==> src/rtl/ex_mem_pipe_buf.sv <==
// ex_mem_pipe_buf: elastic EX/MEM pipeline register with a two-entry skid buffer.
// The main register drives the outputs. The skid register catches the beat that
// arrives in the same cycle the memory stage stalls. flush squashes everything
// held and inserts a bubble. out_ctrl is gated so an empty slot never writes.
// Optional forwarding-match outputs are built when EX_MEM_FWD_EN is defined.
module ex_mem_pipe_buf #(
   parameter int DATA_W = 32,
   parameter int AW_W   = 5,
   parameter int CTRL_W = 6
) (
   input  logic              clk,
   input  logic              rst,
   input  logic              flush,
   input  logic              in_valid,
   output logic              in_ready,
   input  logic [DATA_W-1:0] in_res,
   input  logic [DATA_W-1:0] in_dw,
   input  logic [DATA_W-1:0] in_add2,
   input  logic [AW_W-1:0]   in_aw,
   input  logic [CTRL_W-1:0] in_ctrl,
   output logic              out_valid,
   input  logic              out_ready,
   output logic [DATA_W-1:0] out_res,
   output logic [DATA_W-1:0] out_dw,
   output logic [DATA_W-1:0] out_add2,
   output logic [AW_W-1:0]   out_aw,
   output logic [CTRL_W-1:0] out_ctrl,
   output logic [1:0]        level
`ifdef EX_MEM_FWD_EN
   ,
   input  logic [AW_W-1:0]   fwd_rs,
   input  logic [AW_W-1:0]   fwd_rt,
   output logic              fwd_a,
   output logic              fwd_b
`endif
);

   typedef struct packed {
      logic [DATA_W-1:0] res;
      logic [DATA_W-1:0] dw;
      logic [DATA_W-1:0] add2;
      logic [AW_W-1:0]   aw;
      logic [CTRL_W-1:0] ctrl;
   } beat_t;

   // Encoding doubles as the occupancy count driven onto level.
   typedef enum logic [1:0] {
      EMPTY = 2'd0,
      ONE   = 2'd1,
      FULL  = 2'd2
   } state_t;

   state_t state_q, state_d;
   beat_t  main_q, main_d;
   beat_t  skid_q, skid_d;
   beat_t  in_beat;
   logic   accept, drain;

   assign in_beat   = '{res: in_res, dw: in_dw, add2: in_add2, aw: in_aw, ctrl: in_ctrl};
   // in_ready comes from registered state only, so out_ready never reaches it.
   assign in_ready  = (state_q != FULL);
   assign out_valid = (state_q != EMPTY);
   assign accept    = in_valid & in_ready;
   assign drain     = out_valid & out_ready;
   assign level     = state_q;

   assign out_res  = main_q.res;
   assign out_dw   = main_q.dw;
   assign out_add2 = main_q.add2;
   assign out_aw   = main_q.aw;
   // Bubble: no control bit may assert for an empty slot.
   assign out_ctrl = out_valid ? main_q.ctrl : '0;

   // Next-state and payload steering; flush overrides and discards any accept.
   always_comb begin
      state_d = state_q;
      main_d  = main_q;
      skid_d  = skid_q;
      case (state_q)
         EMPTY: begin
            if (accept) begin
               main_d  = in_beat;
               state_d = ONE;
            end
         end
         ONE: begin
            if (accept && drain) begin
               main_d = in_beat;
            end else if (accept) begin
               skid_d  = in_beat;
               state_d = FULL;
            end else if (drain) begin
               state_d = EMPTY;
            end
         end
         FULL: begin
            if (drain) begin
               main_d  = skid_q;
               state_d = ONE;
            end
         end
         default: state_d = EMPTY;
      endcase
      if (flush) state_d = EMPTY;
   end

   // State and payload registers; reset clears everything so outputs read zero.
   always_ff @(posedge clk or posedge rst) begin
      if (rst) begin
         state_q <= EMPTY;
         main_q  <= '0;
         skid_q  <= '0;
      end else begin
         state_q <= state_d;
         main_q  <= main_d;
         skid_q  <= skid_d;
      end
   end

`ifdef EX_MEM_FWD_EN
   // Match against the instruction now in execute; register 0 never forwards.
   assign fwd_a = out_valid & out_ctrl[0] & (out_aw != '0) & (out_aw == fwd_rs);
   assign fwd_b = out_valid & out_ctrl[0] & (out_aw != '0) & (out_aw == fwd_rt);
`endif

endmodule

==> config.mk <==
export PLATFORM = sky130hd
export DESIGN_NAME = ex_mem_pipe_buf
export DESIGN_NICKNAME = d
export VERILOG_FILES = /design/src/rtl/ex_mem_pipe_buf.sv
export SDC_FILE = /design/constraint.sdc
export NUM_CORES = 1
export LEC_CHECK = 0
export CAP_MARGIN = 15
export CORE_ASPECT_RATIO = 0.7
export CORE_MARGIN = 1.5
export CORE_UTILIZATION = 23
export DETAILED_ROUTE_END_ITERATION = 8
export SLEW_MARGIN = 20
export SYNTH_ARGS = -nofsm -noshare
export SYNTH_HDL_FRONTEND = slang
export SYNTH_SLANG_ARGS = --single-unit
==> constraint.sdc <==
create_clock -name clk -period 21.6 [get_ports clk]
set_clock_uncertainty 0.15 [all_clocks]
set_input_delay 4.32 -clock clk [delete_from_list [all_inputs] [get_ports clk]]
set_output_delay 4.32 -clock clk [all_outputs]
set_load 0.02 [all_outputs]
# Word level (Yosys, flattened, before mapping)
# Cells that the tools add are included.
# classes
mux	12
bitwise_logic	3
n_eq_ne	10
n_reduce_logical	7
# op_table
operator	n
107-bit 2-to-1 mux	3
107-bit one-hot mux with 3 select lines	1
2-bit 2-to-1 mux	6
3-bit inequality test (second input constant)	3
2-bit inequality test (second input constant)	4
4-bit AND reduction	2
6-bit 2-to-1 mux	1
2-bit one-hot mux with 3 select lines	1
4-bit inequality test (second input constant)	1
3-bit AND reduction	1
3-bit nonzero test	1
1-bit AND	2
2-bit by 1-bit equality test with 1-bit output (second input constant)	1
2-bit equality test (second input constant)	1
2-bit zero test	1
2-bit nonzero test	1
1-bit logical AND	1
1-bit inverter	1
# totals
inputBits	112
word_cells	43
register_bits	216

# Longest topological paths before layout
# Gate-level depths: netlist of the first run.
# logic_depth
word_depth	7
ltp_mapped	6
depth_no_buf	4

# Worst setup path before layout of the first run
# OpenSTA, ideal clock, no wires.
# synth_timing
kind	in2reg
startpoint	input in_valid
endpoint	register skid_q[100] (netlist name)
arrival_time_ns	5.450
path_stages	6
path_slack_ns	15.875
setup_time_ns	0.125
path_cell_list	nor2b_2 and3b_1 buf_2 buf_4 buf_6 mux2_2
# synth_between
elab_chain_len	4
# synth_rtl
element	line_no	rtl
start: declaration	14	input logic in_valid,
1-bit AND *	63	assign accept = in_valid & in_ready;
1-bit logical AND	87	if (accept && drain) begin
1-bit inverter (no source line)	n/a	
3-bit AND reduction (no source line) *	n/a	
end signal: assignment	116	skid_q <= skid_d;
end: declaration	55	beat_t skid_q, skid_d;
# Every way passes the cells marked *; elsewhere a longest branch is shown, timed or not.
# A chain may end at the register's enable or synchronous reset.

# Worst setup path after layout of the first run
# layout_timing
startpoint	input in_valid
endpoint	register skid_q[53] (netlist name)
# The elaborated chain is that of the path after synthesis.

==> results.py, run 1 <==
metrics = {
    "final_layout": {
        "design_area_um2": 13300,
        "final_core_util_pct": 29.7,
        "drive_above_1_share_pct": 41.4,
        "nets": 927,
        "layout_commonest_cell": "mux2_2",
        "finalNonFillerCells": 1435,
        "layout_common_cells": "mux2_2 (223), clkdlybuf4s50_1 (222), dfrtp_1 (216)",
        "area_growth_pct": 27.5,
    },
    "critical_path": {
        "critical-path-top-delay-family": "buffers and inverters",
        "endpoint_kind": "flop",
        "cp_max_fo": 60,
        "critPathRequiredTime_ps": 21860,
        "cp_slowest_cell": "buf_4",
        "crit_path_start_kind": "input pin",
        "timing.rr.start": "level[1]$_DFFE_PP0P_",
        "crit_type": "input pin to flop",
        "rr_endpoint": "skid_q[53]$_DFFE_PP0P_",
        "crit_path_start": "in_valid",
        "crit_buf_inv": 2,
        "r2r_setup_slack_ps": 18510,
        "cp_cell_sequence": "clkdlybuf4s50_1 -> nor2b_2 -> and3b_4 -> buf_4 -> mux2_2",
        "cp.arrival_ps": 7210,
        "r2r.worst_path.cells": 4,
        "path_depth": 5,
        "crit_end": "skid_q[53]$_DFFE_PP0P_",
        "critPathMaxStageDelay_ps": 830,
    },
    "place": {
        "dp_slack_ps": 13990,
        "portBuffers": 222,
        "place_hpwl_um": 14800,
        "dp.cells": 1392,
        "placed_area_um2": 12500,
        "finalWeightedCongestion": 0.691,
    },
    "logic_synthesis": {
        "ys_seq_elements": 216,
        "synth.distinct_cells": 20,
        "syn-num-nets": 807,
        "syn_area_per_cell_um2": 15.1,
        "synth_cells": 695,
        "ys_seq_area_share_pct": 51.6,
        "yosys_warnings": 0,
        "netlist_area_um2": 10500,
    },
    "detailed_routing": {
        "vias_per_cell": 3.90,
        "drt_iter0_markers": 203,
        "wl_per_cell_um": 16.1,
        "wl_um": 23100,
        "drc": 0,
        "vias": 5590,
        "firstDrtPassIters": 4,
        "postRouteAntennaNets": 0,
    },
    "power_and_ir_drop": {
        "peakVddDrop_uv": 52.2,
        "leakagePower_nw": 5.43,
        "power_mw": 1.25,
        "powerDensity_nw_per_um2": 93.9,
    },
    "min_path": {
        "hp-class": "flop to flop",
    },
    "global_route": {
        "grt_pass1_vias": 6088,
        "antenna_found_initial": 1,
        "grt_max_degree": 108,
        "grt_use_total_pct": 9.88,
        "grt_pass1_wl_um": 36400,
        "grt.overflow.total": 0,
    },
    "clocking": {
        "cts_resized": 0,
        "cts_sinks": 216,
        "postCtsSetupBuffers": 0,
        "clockBufferDepth": 3,
        "numCtsBuffers": 24,
        "cts_tree": "yes",
        "htreeDepth": 1,
        "hold_buffers": 0,
        "path_clk_slew_ps": 60,
        "clockRootBuffer": "clkbuf_16",
        "clk_latency_ps": 530,
    },
    "timing": {
        "worst_slack_ps": 14650,
        "setup_viol_count_final": 0,
        "max_freq_mhz": 144,
        "whs_ps": 347,
        "tightest_slew_ps": 1020,
        "drv_slew": 0,
        "relSlewSlack_pct": 31.7,
        "setup_tns_ps": 0,
        "period_share_pct": 32.2,
        "hold_viol": 0,
        "rsz0062_at_grt": "false",
        "period_needed_ps": 6950,
    },
    "job": {
        "max_cap_violations": 0,
    },
    "die": {
        "num_io_pins": 223,
        "die_y_um": 181,
        "rows": 65,
        "initial_core_util_pct": 23.3,
        "die_w_um": 258,
        "die_area_um2": 46800,
        "core_region_area_um2": 45000,
    },
    "status": {
        "status": "finished clean",
    },
}
-- worst register-to-register path: stages (launching register included) --
cell     delay, ps
dfrtp_1        460
nor2b_2        240
and3b_4        810
buf_4          840
mux2_2         470
-- layout make-up --
cell class	count	area [um^2]
fill	4508	31600
multi-input combinational	340	4030
clock inverter	7	145
sequential	216	5410
tap	603	754
clock buffer	35	703
antenna	1	2.50
timing repair buffer	230	2280
inverter	3	18.8
-- cells in the mapped netlist --
cell type,n,area [um^2]
a21oi_1,2,10.0
and3b_1,1,8.76
buf_2,18,90.1
buf_4,104,781
buf_6,14,158
dfrtp_1,216,5410
inv_1,2,7.51
inv_2,1,3.75
mux2_1,29,327
mux2_2,223,2510
mux2_4,69,1040
mux2i_1,1,10.0
nand2_1,1,3.75
nor2_1,2,7.51
nor2b_1,6,37.5
nor2b_2,2,17.5
nor3_1,1,5.00
o21ba_2,1,10.0
o2bb2ai_4,1,27.5
or3b_2,1,8.76
-- layer usage --
metal,vias to the layer above,track usage (%),wire (um)
met5,-,0,0
met4,0,2.64,573
met3,35,3.25,1550
met2,137,15.5,10400
met1,2846,13.0,10600
li1,2572,-,-
-- power breakdown --
group | leakage, nW | switching (mW) | internal, mW
registers | 2.56 | 0.0439 | 0.492
clock network | 0.409 | 0.170 | 0.273
logic | 2.46 | 0.111 | 0.164
total | 5.43 | 0.324 | 0.929
-- worst min path at each step --
stage	start	end	slack [ps]	cells after the start
2_1_floorplan	main_q[5]$_DFFE_PP0P_	main_q[5]$_DFFE_PP0P_	320	1
3_3_place_gp	skid_q[104]$_DFFE_PP0P_	skid_q[104]$_DFFE_PP0P_	330	1
3_5_place_dp	skid_q[82]$_DFFE_PP0P_	skid_q[82]$_DFFE_PP0P_	340	1
4_1_cts	skid_q[82]$_DFFE_PP0P_	skid_q[82]$_DFFE_PP0P_	350	1
5_1_grt	skid_q[43]$_DFFE_PP0P_	skid_q[43]$_DFFE_PP0P_	360	1
6_report	skid_q[82]$_DFFE_PP0P_	skid_q[82]$_DFFE_PP0P_	350	1
-- cell families after synthesis --
| logic type | synth area share (%) |
|---|---|
| flip-flops | 51.6 |
| AO/OA/AOI/OAI | 0.454 |
| AND/OR/NAND/NOR | 0.849 |
| buffers and inverters | 9.94 |
| multiplexers | 37.1 |
-- state kept, by name, indices dropped and copies added, names as in the netlist --
name / cells
out_aw: 5
out_add2: 32
skid_q: 107
out_dw: 32
level: 2
main_q: 6
out_res: 32
(Power assumes the default switching activity.)
==> run 2: changes to the inputs <==
clock period = 5.9 ns   (was 21.6 ns; I/O delays follow)
==> run 2 against run 1 <==
Net effect: wire length shrank 0.98%; largest cell class unchanged; worst setup slack lost 12000 ps; non-clock buffer count grew 1; largest power group unchanged.
==> results.py, run 2 (same netlist as run 1, synthesis figures left out) <==
metrics = {
    "critical_path": {
        "cp.arrival_ps": 2390,
        "crit_type": "flop to output pin",
        "r2r.worst_path.cells": 5,
        "timing.rr.start": "level[0]$_DFFE_PP0P_",
        "rr_endpoint": "out_dw[27]$_DFFE_PP0P_",
        "endpoint_kind": "output pin",
        "cp_max_fo": 33,
        "r2r_setup_slack_ps": 3010,
        "critPathRequiredTime_ps": 4570,
        "crit_path_start_kind": "flop",
    },
    "detailed_routing": {
        "wl_per_cell_um": 15.9,
        "drc": 0,
        "postRouteAntennaNets": 0,
        "wl_um": 22900,
        "firstDrtPassIters": 4,
        "drt_iter0_markers": 179,
        "vias": 5639,
        "vias_per_cell": 3.92,
    },
    "timing": {
        "worst_slack_ps": 2180,
        "setup_viol_count_final": 0,
        "relSlewSlack_pct": 40.4,
        "drv_slew": 0,
        "period_needed_ps": 3720,
        "setup_tns_ps": 0,
        "hold_viol": 0,
        "rsz0062_at_grt": "false",
        "tightest_slew_ps": 894,
        "whs_ps": 349,
        "period_share_pct": 63.1,
        "max_freq_mhz": 269,
    },
    "final_layout": {
        "layout_common_cells": "mux2_2 (223), clkdlybuf4s50_1 (222), dfrtp_1 (216)",
        "design_area_um2": 13500,
        "final_core_util_pct": 30.0,
        "drive_above_1_share_pct": 42.2,
        "layout_commonest_cell": "mux2_2",
        "finalNonFillerCells": 1438,
        "nets": 929,
        "largest_reg_flops": 107,
        "diodes": 0,
        "area_growth_pct": 28.8,
        "fill_cells": 4500,
        "largest_register": "skid_q",
    },
    "clocking": {
        "clockRootBuffer": "clkbuf_16",
        "clk_latency_ps": 530,
        "postCtsSetupBuffers": 0,
        "cts_tree": "yes",
        "clockBufferDepth": 3,
        "path_clk_slew_ps": 60,
        "htreeDepth": 1,
        "hold_buffers": 0,
        "cts_resized": 0,
        "numCtsBuffers": 25,
        "cts_sinks": 216,
    },
    "min_path": {
        "hp-class": "flop to flop",
        "min_from": "skid_q[99]$_DFFE_PP0P_",
        "min_to": "skid_q[99]$_DFFE_PP0P_",
        "min_path_cells": 1,
    },
    "power_and_ir_drop": {
        "power_mw": 4.79,
        "powerDensity_nw_per_um2": 355,
        "peakVddDrop_uv": 179,
        "leakagePower_nw": 5.50,
    },
    "job": {
        "max_cap_violations": 0,
    },
    "global_route": {
        "grt_pass1_wl_um": 36100,
        "grt_use_total_pct": 9.80,
        "grt_pass1_vias": 6074,
        "grt.overflow.total": 0,
        "grt_max_degree": 127,
        "antenna_found_initial": 3,
    },
    "die": {
        "initial_core_util_pct": 23.3,
        "num_io_pins": 223,
        "die_y_um": 181,
        "die_area_um2": 46800,
        "die_w_um": 258,
        "core_region_area_um2": 45000,
        "rows": 65,
    },
    "place": {
        "dp.cells": 1393,
        "portBuffers": 222,
        "placed_area_um2": 12500,
        "place_hpwl_um": 14500,
        "finalWeightedCongestion": 0.699,
        "dp_slack_ps": 1840,
    },
    "status": {
        "status": "finished clean",
    },
}
## run 2: cell count changes in the layout (fill, tap and decap cells not counted), moves of 2 or more
cell / change
bufinv_16: +4
buf_12: +2
clkbuf_1: -4
clkinv_2: +4
## run 2: where the power goes
group	internal (mW)	switching (mW)	total (mW)	leakage, nW
clock	1.16	0.653	1.82	0.473
sequential	1.80	0.163	1.97	2.56
combinational	0.601	0.403	1.00	2.46
total	3.57	1.22	4.79	5.50
## run 2: layer usage
layer  up-vias  wire, um  track usage, %
li1       2581         -               -
met1      2892     10800            13.4
met2       127     10100            15.1
met3        33      1410            3.02
met4         6       524            2.36
met5         -        36               0
## run 2: worst max path at each step
| stage | slack, ps | cells after the start | endpoint | from |
|---|---|---|---|---|
| final | 2180 | 4 | in_ready | level[0]$_DFFE_PP0P_ |
| after global routing | 2000 | 4 | in_ready | level[0]$_DFFE_PP0P_ |
| after CTS | 2120 | 4 | in_ready | level[0]$_DFFE_PP0P_ |
| after detailed placement | 1840 | 5 | skid_q[31]$_DFFE_PP0P_ | in_valid |
| after global placement | 1890 | 5 | skid_q[57]$_DFFE_PP0P_ | in_valid |
| after floorplan | 1760 | 1 | level[0]$_DFFE_PP0P_ | rst |
## run 2: critical path: stages, from the launching register on
cell	delay, ps
dfrtp_1	560
nor2b_4	80
inv_2	50
buf_4	430
clkdlybuf4s50_1	710
## run 2: final cells by class
type | instances | area [um^2] | share of cell area [%]
clock buffer | 30 | 674 | 5.00
clock inverter | 15 | 287 | 2.13
inverter | 3 | 15.0 | 0.111
multi-input combinational | 340 | 4030 | 29.9
sequential | 216 | 5410 | 40.1
tap | 603 | 754 | 5.60
timing repair buffer | 231 | 2310 | 17.2
